## config.mk

```make
export PLATFORM = sky130hd
export DESIGN_NAME = relu_maxpool2x2
export DESIGN_NICKNAME = d
export VERILOG_FILES = /design/src/rtl/relu_maxpool2x2.sv
export SDC_FILE = /design/constraint.sdc
export NUM_CORES = 1
export LEC_CHECK = 0
export BUFFER_PORTS_ARGS = -buffer_cell sky130_fd_sc_hd__buf_2
export CAP_MARGIN = 20
export CORE_MARGIN = 4
export CORE_UTILIZATION = 56
export CTS_CLUSTER_SIZE = 28
export DETAILED_ROUTE_END_ITERATION = 10
export PLACE_DENSITY = 0.76
export SYNTH_ARGS = -nofsm -noshare
export SYNTH_HDL_FRONTEND = slang
export SYNTH_SLANG_ARGS = --single-unit
```

## constraint.sdc

```tcl
create_clock -name clk -period 4 [get_ports clk]
set_input_delay 0.8 -clock clk [delete_from_list [all_inputs] [get_ports clk]]
set_output_delay 0.8 -clock clk [all_outputs]
set_load 0.03 [all_outputs]
```

## src/rtl/relu_maxpool2x2.sv

```systemverilog
// Streaming ReLU followed by a 2x2 / stride-2 max-pool over a raster-ordered feature map.
// Holds only one half-width row of pair maxima in a line buffer; no frame storage.
module relu_maxpool2x2 #(
    parameter int IW = 26,
    parameter int IH = 26,
    parameter int DW = 16
) (
    input  logic          clk,
    input  logic          rst_n,
    input  logic          in_valid,
    input  logic [DW-1:0] in_data,
    output logic          out_valid,
    output logic [DW-1:0] out_data,
    output logic          out_last,
    output logic          frame_done
);

    localparam int OW = IW / 2;
    localparam int OH = IH / 2;
    localparam int CW = $clog2(IW + 1);
    localparam int RW = $clog2(IH + 1);
    localparam int AW = (OW > 1) ? $clog2(OW) : 1;

    localparam logic [CW-1:0] C_LAST  = CW'(IW - 1);
    localparam logic [RW-1:0] R_LAST  = RW'(IH - 1);
    localparam logic [CW-1:0] C_PLAST = CW'(2 * OW - 1);
    localparam logic [RW-1:0] R_PLAST = RW'(2 * OH - 1);
    localparam bit            IW_ODD  = (IW % 2) != 0;
    localparam bit            IH_ODD  = (IH % 2) != 0;

    logic [CW-1:0] c_q, c_d;
    logic [RW-1:0] r_q, r_d;
    logic [DW-1:0] h_q, h_d;
    logic          out_valid_q, out_valid_d;
    logic [DW-1:0] out_data_q, out_data_d;
    logic          out_last_q, out_last_d;
    logic          frame_done_q, frame_done_d;

    logic [DW-1:0] lb_mem [0:OW-1];
    logic [DW-1:0] lb_rd_q;

    logic [DW-1:0] x_relu;
    logic [DW-1:0] m_pair;
    logic [DW-1:0] pool_max;
    logic          col_kept;
    logic          row_kept;
    logic          pair_done;
    logic          lb_wr_en;
    logic          lb_rd_en;
    logic [AW-1:0] lb_idx;

    // Datapath: after ReLU every value is non-negative, so unsigned compares suffice.
    always_comb begin
        x_relu    = in_data[DW-1] ? '0 : in_data;
        m_pair    = (x_relu > h_q) ? x_relu : h_q;
        pool_max  = (m_pair > lb_rd_q) ? m_pair : lb_rd_q;
        col_kept  = !(IW_ODD && (c_q == C_LAST));
        row_kept  = !(IH_ODD && (r_q == R_LAST));
        pair_done = in_valid && c_q[0];
        lb_idx    = AW'(c_q >> 1);
        lb_wr_en  = pair_done && !r_q[0] && row_kept;
        // Prefetch the upper-row maximum on the even column so the read is registered.
        lb_rd_en  = in_valid && !c_q[0] && col_kept && r_q[0];
    end

    always_comb begin
        c_d          = c_q;
        r_d          = r_q;
        h_d          = h_q;
        out_valid_d  = 1'b0;
        out_data_d   = out_data_q;
        out_last_d   = 1'b0;
        frame_done_d = 1'b0;
        if (in_valid) begin
            if (!c_q[0] && col_kept) begin
                h_d = x_relu;
            end
            if (c_q == C_LAST) begin
                c_d = '0;
                r_d = (r_q == R_LAST) ? '0 : r_q + RW'(1);
            end else begin
                c_d = c_q + CW'(1);
            end
            frame_done_d = (c_q == C_LAST) && (r_q == R_LAST);
        end
        if (pair_done && r_q[0]) begin
            out_valid_d = 1'b1;
            out_data_d  = pool_max;
            out_last_d  = (r_q == R_PLAST) && (c_q == C_PLAST);
        end
    end

    always_ff @(posedge clk or negedge rst_n) begin
        if (!rst_n) begin
            c_q          <= '0;
            r_q          <= '0;
            h_q          <= '0;
            out_valid_q  <= 1'b0;
            out_data_q   <= '0;
            out_last_q   <= 1'b0;
            frame_done_q <= 1'b0;
        end else begin
            c_q          <= c_d;
            r_q          <= r_d;
            h_q          <= h_d;
            out_valid_q  <= out_valid_d;
            out_data_q   <= out_data_d;
            out_last_q   <= out_last_d;
            frame_done_q <= frame_done_d;
        end
    end

    // Line buffer contents need no reset: each entry is rewritten on an even row before use.
    always_ff @(posedge clk) begin
        if (lb_wr_en) begin
            lb_mem[lb_idx] <= m_pair;
        end
        if (lb_rd_en) begin
            lb_rd_q <= lb_mem[lb_idx];
        end
    end

    assign out_valid  = out_valid_q;
    assign out_data   = out_data_q;
    assign out_last   = out_last_q;
    assign frame_done = frame_done_q;

endmodule

```

==> results of run 1 <==
## flip-flops by register name (all words and copies together), names as in the netlist
name	cells
out_valid	1
h_q	15
lb_mem	195
out_last	1
r_q	5
frame_done	1
out_data	15
lb_rd_q	15
c_q	5
## power groups by stage
stage	Combinational [mW]	Sequential, mW	Clock [mW]
after floorplan	1.76	3.63	0
after global placement	2.48	3.65	0
after global routing	2.94	3.65	2.40
after CTS	2.65	3.61	2.27
after detailed placement	2.57	3.66	0
final	2.70	3.62	2.23
## worst max path at each step
stage	from	endpoint	slack (ns)	cells past startpoint
3_3_place_gp	in_data[15]	out_data[8]$_DFFE_PN0P_	-0.43	19
2_1_floorplan	in_data[15]	out_data[4]$_DFFE_PN0P_	-0.03	17
5_1_grt	h_q[11]$_DFFE_PN0P_	out_data[0]$_DFFE_PN0P_	-0.007	18
3_5_place_dp	in_data[15]	out_data[2]$_DFFE_PN0P_	-0.56	19
4_1_cts	in_data[15]	out_data[2]$_DFFE_PN0P_	0.14	20
6_report	in_data[15]	out_data[10]$_DFFE_PN0P_	0.17	19
## synth_stat cells, drive strengths merged, types with 2 or more instances
cell | count | area [um^2]
o221ai | 15 | 131
edfxtp | 210 | 6310
nand2b | 6 | 37.5
or4 | 2 | 15.0
buf | 8 | 45.0
nor2 | 13 | 48.8
nor3b | 3 | 27.5
o21ai | 14 | 70.1
nand3 | 10 | 50.1
mux4 | 60 | 1350
a221oi | 2 | 17.5
a21o | 6 | 45.0
a21oi | 12 | 63.8
nand4 | 4 | 25.0
and3 | 4 | 25.0
nor2b | 14 | 87.6
dfrtp | 43 | 1080
clkbuf | 17 | 63.8
mux2i | 14 | 140
ha | 32 | 400
nand2 | 34 | 128
mux2 | 14 | 161
nor3 | 8 | 40.0
o22ai | 3 | 18.8
o211ai | 2 | 15.0
and2b | 3 | 22.5
inv | 49 | 184
## per-stage QoR
| step | instance area, um^2 | util, % | total power, mW |
|---|---|---|---|
| finish | 12900 | 68.8 | 8.55 |
| global route | 12900 | 68.8 | 8.99 |
| CTS | 12700 | 67.8 | 8.53 |
| detailed placement | 11900 | 63.5 | 6.23 |
| global placement | 11900 | 63.5 | 6.13 |
| floorplan | 11000 | - | 5.39 |
## layer usage
metal | GRT usage, % | share of wire, %
met4 | 5.03 | 1.5
met3 | 3.45 | 6.2
met1 | 29.9 | 40
met5 | 0 | 0
met2 | 38.3 | 52
## repair_timing
item / in CTS / in global routing
pin swaps: 1 / 18
setup endpoints to repair: 15 / 15
gates resized for setup: 0 / 35
setup buffers: 2 / 4
gates cloned: 0 / 0
## critical path, cell delays in order
cell and delay, ns:
buf_12 0.12, buf_8 0.12, nor2b_4 0.14, ha_4 0.14
nand4_1 0.19, nor4_4 0.39, a21oi_2 0.11, a2bb2oi_4 0.22
buf_12 0.18, buf_4 0.16, mux2i_2 0.25, inv_2 0.08
ha_4 0.27, and3_4 0.18, nand2_2 0.05, or3_1 0.35
nand4_1 0.14, buf_4 0.21, o221ai_2 0.11
## final cells by class
| type | instances | area share, % |
|---|---|---|
| sequential | 253 | 57.2 |
| multi-input combinational | 285 | 26.6 |
| timing repair buffer | 116 | 6.50 |
| clock buffer | 26 | 4.87 |
| tap | 234 | 2.27 |
| inverter | 49 | 1.42 |
| clock inverter | 19 | 1.15 |
## cells by family (layout without fill, tap and decap cells)
| group | after synthesis | after routing | synth area share (%) |
|---|---|---|---|
| other cells | 1 | 1 | 0.0351 |
| buf+inv | 74 | 210 | 2.74 |
| compound gates | 58 | 58 | 3.87 |
| fa+ha+maj | 32 | 32 | 3.74 |
| mux | 88 | 88 | 15.5 |
| simple gates | 106 | 106 | 5.14 |
| flops | 253 | 253 | 69.0 |
==> impl_metrics.yaml, run 1 <==
hold_path:
  hold_path.class: "primary input to async pin"
finish:
  fill_cells: 1150
  area_delta_synth_final_pct: 20.7
  drive_above_1_share_pct: 39.0
  final_cell_mix: "edfxtp_1, buf_4, mux4_2, dfrtp_1, inv_1"
  fin_cells: 982
  regArea_um2: 7380
  nets: 781
  multiInputGateArea_um2: 3430
  final_common_cell: "edfxtp_1"
  n_antenna_cell: 0
clock_tree:
  clkLatencyLatePin_ns: 0.52
  clock_path_buffers: 3
  cts_buffers: 25
  cts_tree: "yes"
  clock-sinks: 253
  root_buffer: "clkbuf_16"
  clkTransAtPathRegs_ns: 0.06
  hold_buffers: 0
  htree_num_levels: 1
floorplanning:
  placementRows: 50
  core_um2: 18800
  dieArea_um2: 21400
  die_h_um: 146
  start_util_pct: 57.0
  io_pins: 38
  fp.dieW_um: 146
power_and_ir_drop:
  p_per_area_nw_per_um2: 662
  ir_drop_v: 0.000415
  switchingPower_mw: 2.64
  intPower_mw: 5.91
  pwr-share-clk_pct: 26.1
  switching_share_pct: 30.9
  power_frac_comb_pct: 31.6
  p_seq_share_pct: 42.3
  power.leakage_nw: 4.83
synthesis:
  syn_area_per_cell_um2: 17.5
  synthesis.nets: 663
  ys_warn_count: 0
  ys_seq_area_share_pct: 69.0
  syn_inst: 612
  synth_edf_count: 210
  synthDistinctLibCells: 46
  synth-seq-cells: 253
  synth_area_um2: 10700
  synth_flop_cell: "edfxtp_1"
  async_flop_share_pct: 17.0
timing:
  setup_viol: 0
  hold_viol: 0
  fmax_mhz: 261
  slew_viol_final: 0
  post-route-period-util_pct: 95.7
  holdWs_ns: 0.434
  clock_skew_ns: 0.0192
  setup_slack_ns: 0.172
  tns_ns: 0
  layout_min_cycle_time_ns: 3.83
  tightest_slew_ns: 1.07
  relSlewSlack_pct: 28.5
placed_design:
  globalplace.congestion: 0.838
  place.detailed.hpwl_um: 13800
  port_buffers: 36
  place_ws_ns: -0.565
  post-place-cells: 932
critical_path:
  timing.rr.start: "h_q[11]$_DFFE_PN0P_"
  required_ns: 4.38
  crit_fanout: 9
  cp.arrival_ns: 4.21
  r2r-end: "out_data[10]$_DFFE_PN0P_"
  reg2reg_depth: 17
  r2r_slack_ns: 0.21
  crit_path_start_kind: "primary input"
  worst-setup-path-type: "primary input to flip-flop"
  endpoint_kind: "flip-flop"
run_status:
  status: "finished clean"
detailed_routing:
  num_vias: 5955
  via_per_inst: 6.06
  wl_per_cell_um: 23.6
  detail-route-antenna-nets: 0
  dr.pass1.iters: 5
  drt-total-wl_um: 23200
  drc: 0
  drtIter0Drc: 566
grt:
  grt_pass1_vias: 6188
  grt_pass1_wl_um: 36300
  grt_max_degree: 51
  grt_overflow: 0
  antenna_found_initial: 0
  grt_usage_pct: 22.1
job:
  drv_cap: 0
Note: power is estimated with default switching activity, not from simulation.
==> run 2, diff against run 1 <==
SETUP_SLACK_MARGIN = 0.5   (was unset)
==> run 2 against run 1 <==
Net effect:
- setup slack gained 0.078 ns
- utilization grew 2.3 points
- global-route usage grew 0.67 points
- clock-buffer cell count grew 5
- largest cell class unchanged
- highest routed layer unchanged
==> impl_metrics.yaml, run 2 (synthesized netlist as in run 1, its figures left out) <==
run_status:
  status: "finished clean"
floorplanning:
  dieArea_um2: 21400
  placementRows: 50
  core_um2: 18800
  fp.dieW_um: 146
  start_util_pct: 57.0
  io_pins: 38
  die_h_um: 146
finish:
  area_delta_synth_final_pct: 24.7
  drive_above_1_share_pct: 43.1
  largest-register: "lb_mem"
  largest_register_ffs: 195
  n_antenna_cell: 0
  fill_cells: 1076
  nets: 792
  final_cell_mix: "edfxtp_1, buf_4, mux4_2, dfrtp_1, buf_2"
  final_common_cell: "edfxtp_1"
power_and_ir_drop:
  power.leakage_nw: 4.96
  p_per_area_nw_per_um2: 672
  total_power_mw: 8.96
  ir_drop_v: 0.000427
job:
  drv_cap: 0
timing:
  tightest_slew_ns: 0.943
  layout_min_cycle_time_ns: 3.75
  hold_viol: 0
  clock_skew_ns: 0.0117
  tns_ns: 0
  slew_viol_final: 0
  post-route-period-util_pct: 93.8
  holdWs_ns: 0.439
  setup_viol: 0
  relSlewSlack_pct: 37.1
  rsz0062_at_grt: "true"
  fmax_mhz: 267
placed_design:
  place.detailed.hpwl_um: 14300
  globalplace.congestion: 0.860
  port_buffers: 36
detailed_routing:
  detail-route-antenna-nets: 0
  drt-total-wl_um: 24200
  via_per_inst: 6.17
  drc: 0
  drtIter0Drc: 577
  dr.pass1.iters: 5
  num_vias: 6125
  wl_per_cell_um: 24.4
critical_path:
  cpPeakStageDelay_ns: 0.34
  cp.arrival_ns: 4.11
  endpoint_kind: "flip-flop"
  setup.worst_path.start: "in_data[15]"
  crit_path_start_kind: "primary input"
  cp_cell_sequence: "buf_16 > and2b_2 > ha_4 > nand2_4 > nor4_4 > a21oi_2 > a2bb2oi_4 > buf_12 > buf_8 > mux2i_4 > inv_2 > ha_4 > a21oi_2 > o21ai_2 > a221oi_4 > nand4bb_4 > nand4_1 > buf_6 > o221ai_1"
  timing.rr.start: "h_q[14]$_DFFE_PN0P_"
  crit_fanout: 8
  reg2reg_depth: 18
  required_ns: 4.36
  cp_slowest_cell: "nor4_4"
  r2r_slack_ns: 0.32
  worst-setup-path-type: "primary input to flip-flop"
  r2r-end: "out_data[14]$_DFFE_PN0P_"
grt:
  grt_usage_pct: 22.7
  antenna_found_initial: 0
  grt_pass1_vias: 6442
  use_met1_pct: 31.0
  grt_pass1_wl_um: 37400
  grt.busiest_layer: "met2"
  grt_max_degree: 44
  grt_util_met3_pct: 4.19
  grt_use_met2_pct: 38.8
  grt_overflow: 0
clock_tree:
  cts_buffers: 25
  htree_num_levels: 1
  clkTransAtPathRegs_ns: 0.06
  clock_path_buffers: 3
  clock-sinks: 253
  cts_tree: "yes"
  hold_buffers: 0
  root_buffer: "clkbuf_16"
  clkLatencyLatePin_ns: 0.51
hold_path:
  hold_path.class: "primary input to async pin"
## run 2: cell types whose count changed in the layout (fill, tap and decap cells not counted), sizes merged
| cell | previous run | this run |
|---|---|---|
| inv | 51 | 50 |
| clkinvlp | 3 | 1 |
| bufinv | 2 | 4 |
| buf | 116 | 127 |
| clkinv | 12 | 8 |
| clkbuf | 26 | 31 |
## run 2: repair_timing
item	CTS	global route
resized for setup	50	31
setup endpoints to repair	15	15
endpoints found under the hold margin	0	0
cloned	1	0
pin swaps	34	24
setup buffers	5	8
## run 2: area by class of cell
cell class | instances | area (um^2) | area share (%)
Clock inverter | 14 | 170 | 1.28
Sequential cell | 253 | 7380 | 55.4
Multi-Input combinational cell | 285 | 3650 | 27.4
Clock buffer | 31 | 678 | 5.08
Tap cell | 234 | 293 | 2.19
Timing Repair Buffer | 127 | 980 | 7.34
Inverter | 49 | 184 | 1.38
## run 2: per-stage QoR
stage	cells	utilization (%)	worst slack, ns	area, um^2
6_report	993	71.1	0.250	13300
2_1_floorplan	612	-	-0.0270	11000
3_3_place_gp	934	63.5	-0.352	11900
4_1_cts	985	70.0	0.204	13100
5_1_grt	993	71.1	0.127	13300
3_5_place_dp	934	63.5	-0.518	11900
## run 2: layer usage
layer  routed length [um]  part of all wire, %
met5                    0                    0
met4                  510                  2.1
met3                 1840                  7.6
met2                12500                   52
met1                 9330                   39
## run 2: power by group
part	switching (mW)	total, mW	internal [mW]
combinational	1.47	2.90	1.43
sequential	0.324	3.67	3.34
clock	0.940	2.40	1.46
total	2.73	8.96	6.23
## run 2: critical path, delay by kind of cell
family	cells	cell delay, ns
AO/OA/AOI/OAI	6	0.97
multiplexers	1	0.23
adder cells (fa/ha/maj)	2	0.51
buffers and inverters	5	0.65
AND/OR/NAND/NOR	5	0.97
## run 2: worst max path at each step
stage | to | slack (ns) | cells after the start
3_3_place_gp | out_data[9]$_DFFE_PN0P_ | -0.35 | 18
2_1_floorplan | out_data[4]$_DFFE_PN0P_ | -0.03 | 17
3_5_place_dp | out_data[10]$_DFFE_PN0P_ | -0.52 | 19
4_1_cts | out_data[6]$_DFFE_PN0P_ | 0.20 | 21
5_1_grt | out_data[13]$_DFFE_PN0P_ | 0.13 | 20
6_report | out_data[14]$_DFFE_PN0P_ | 0.25 | 19
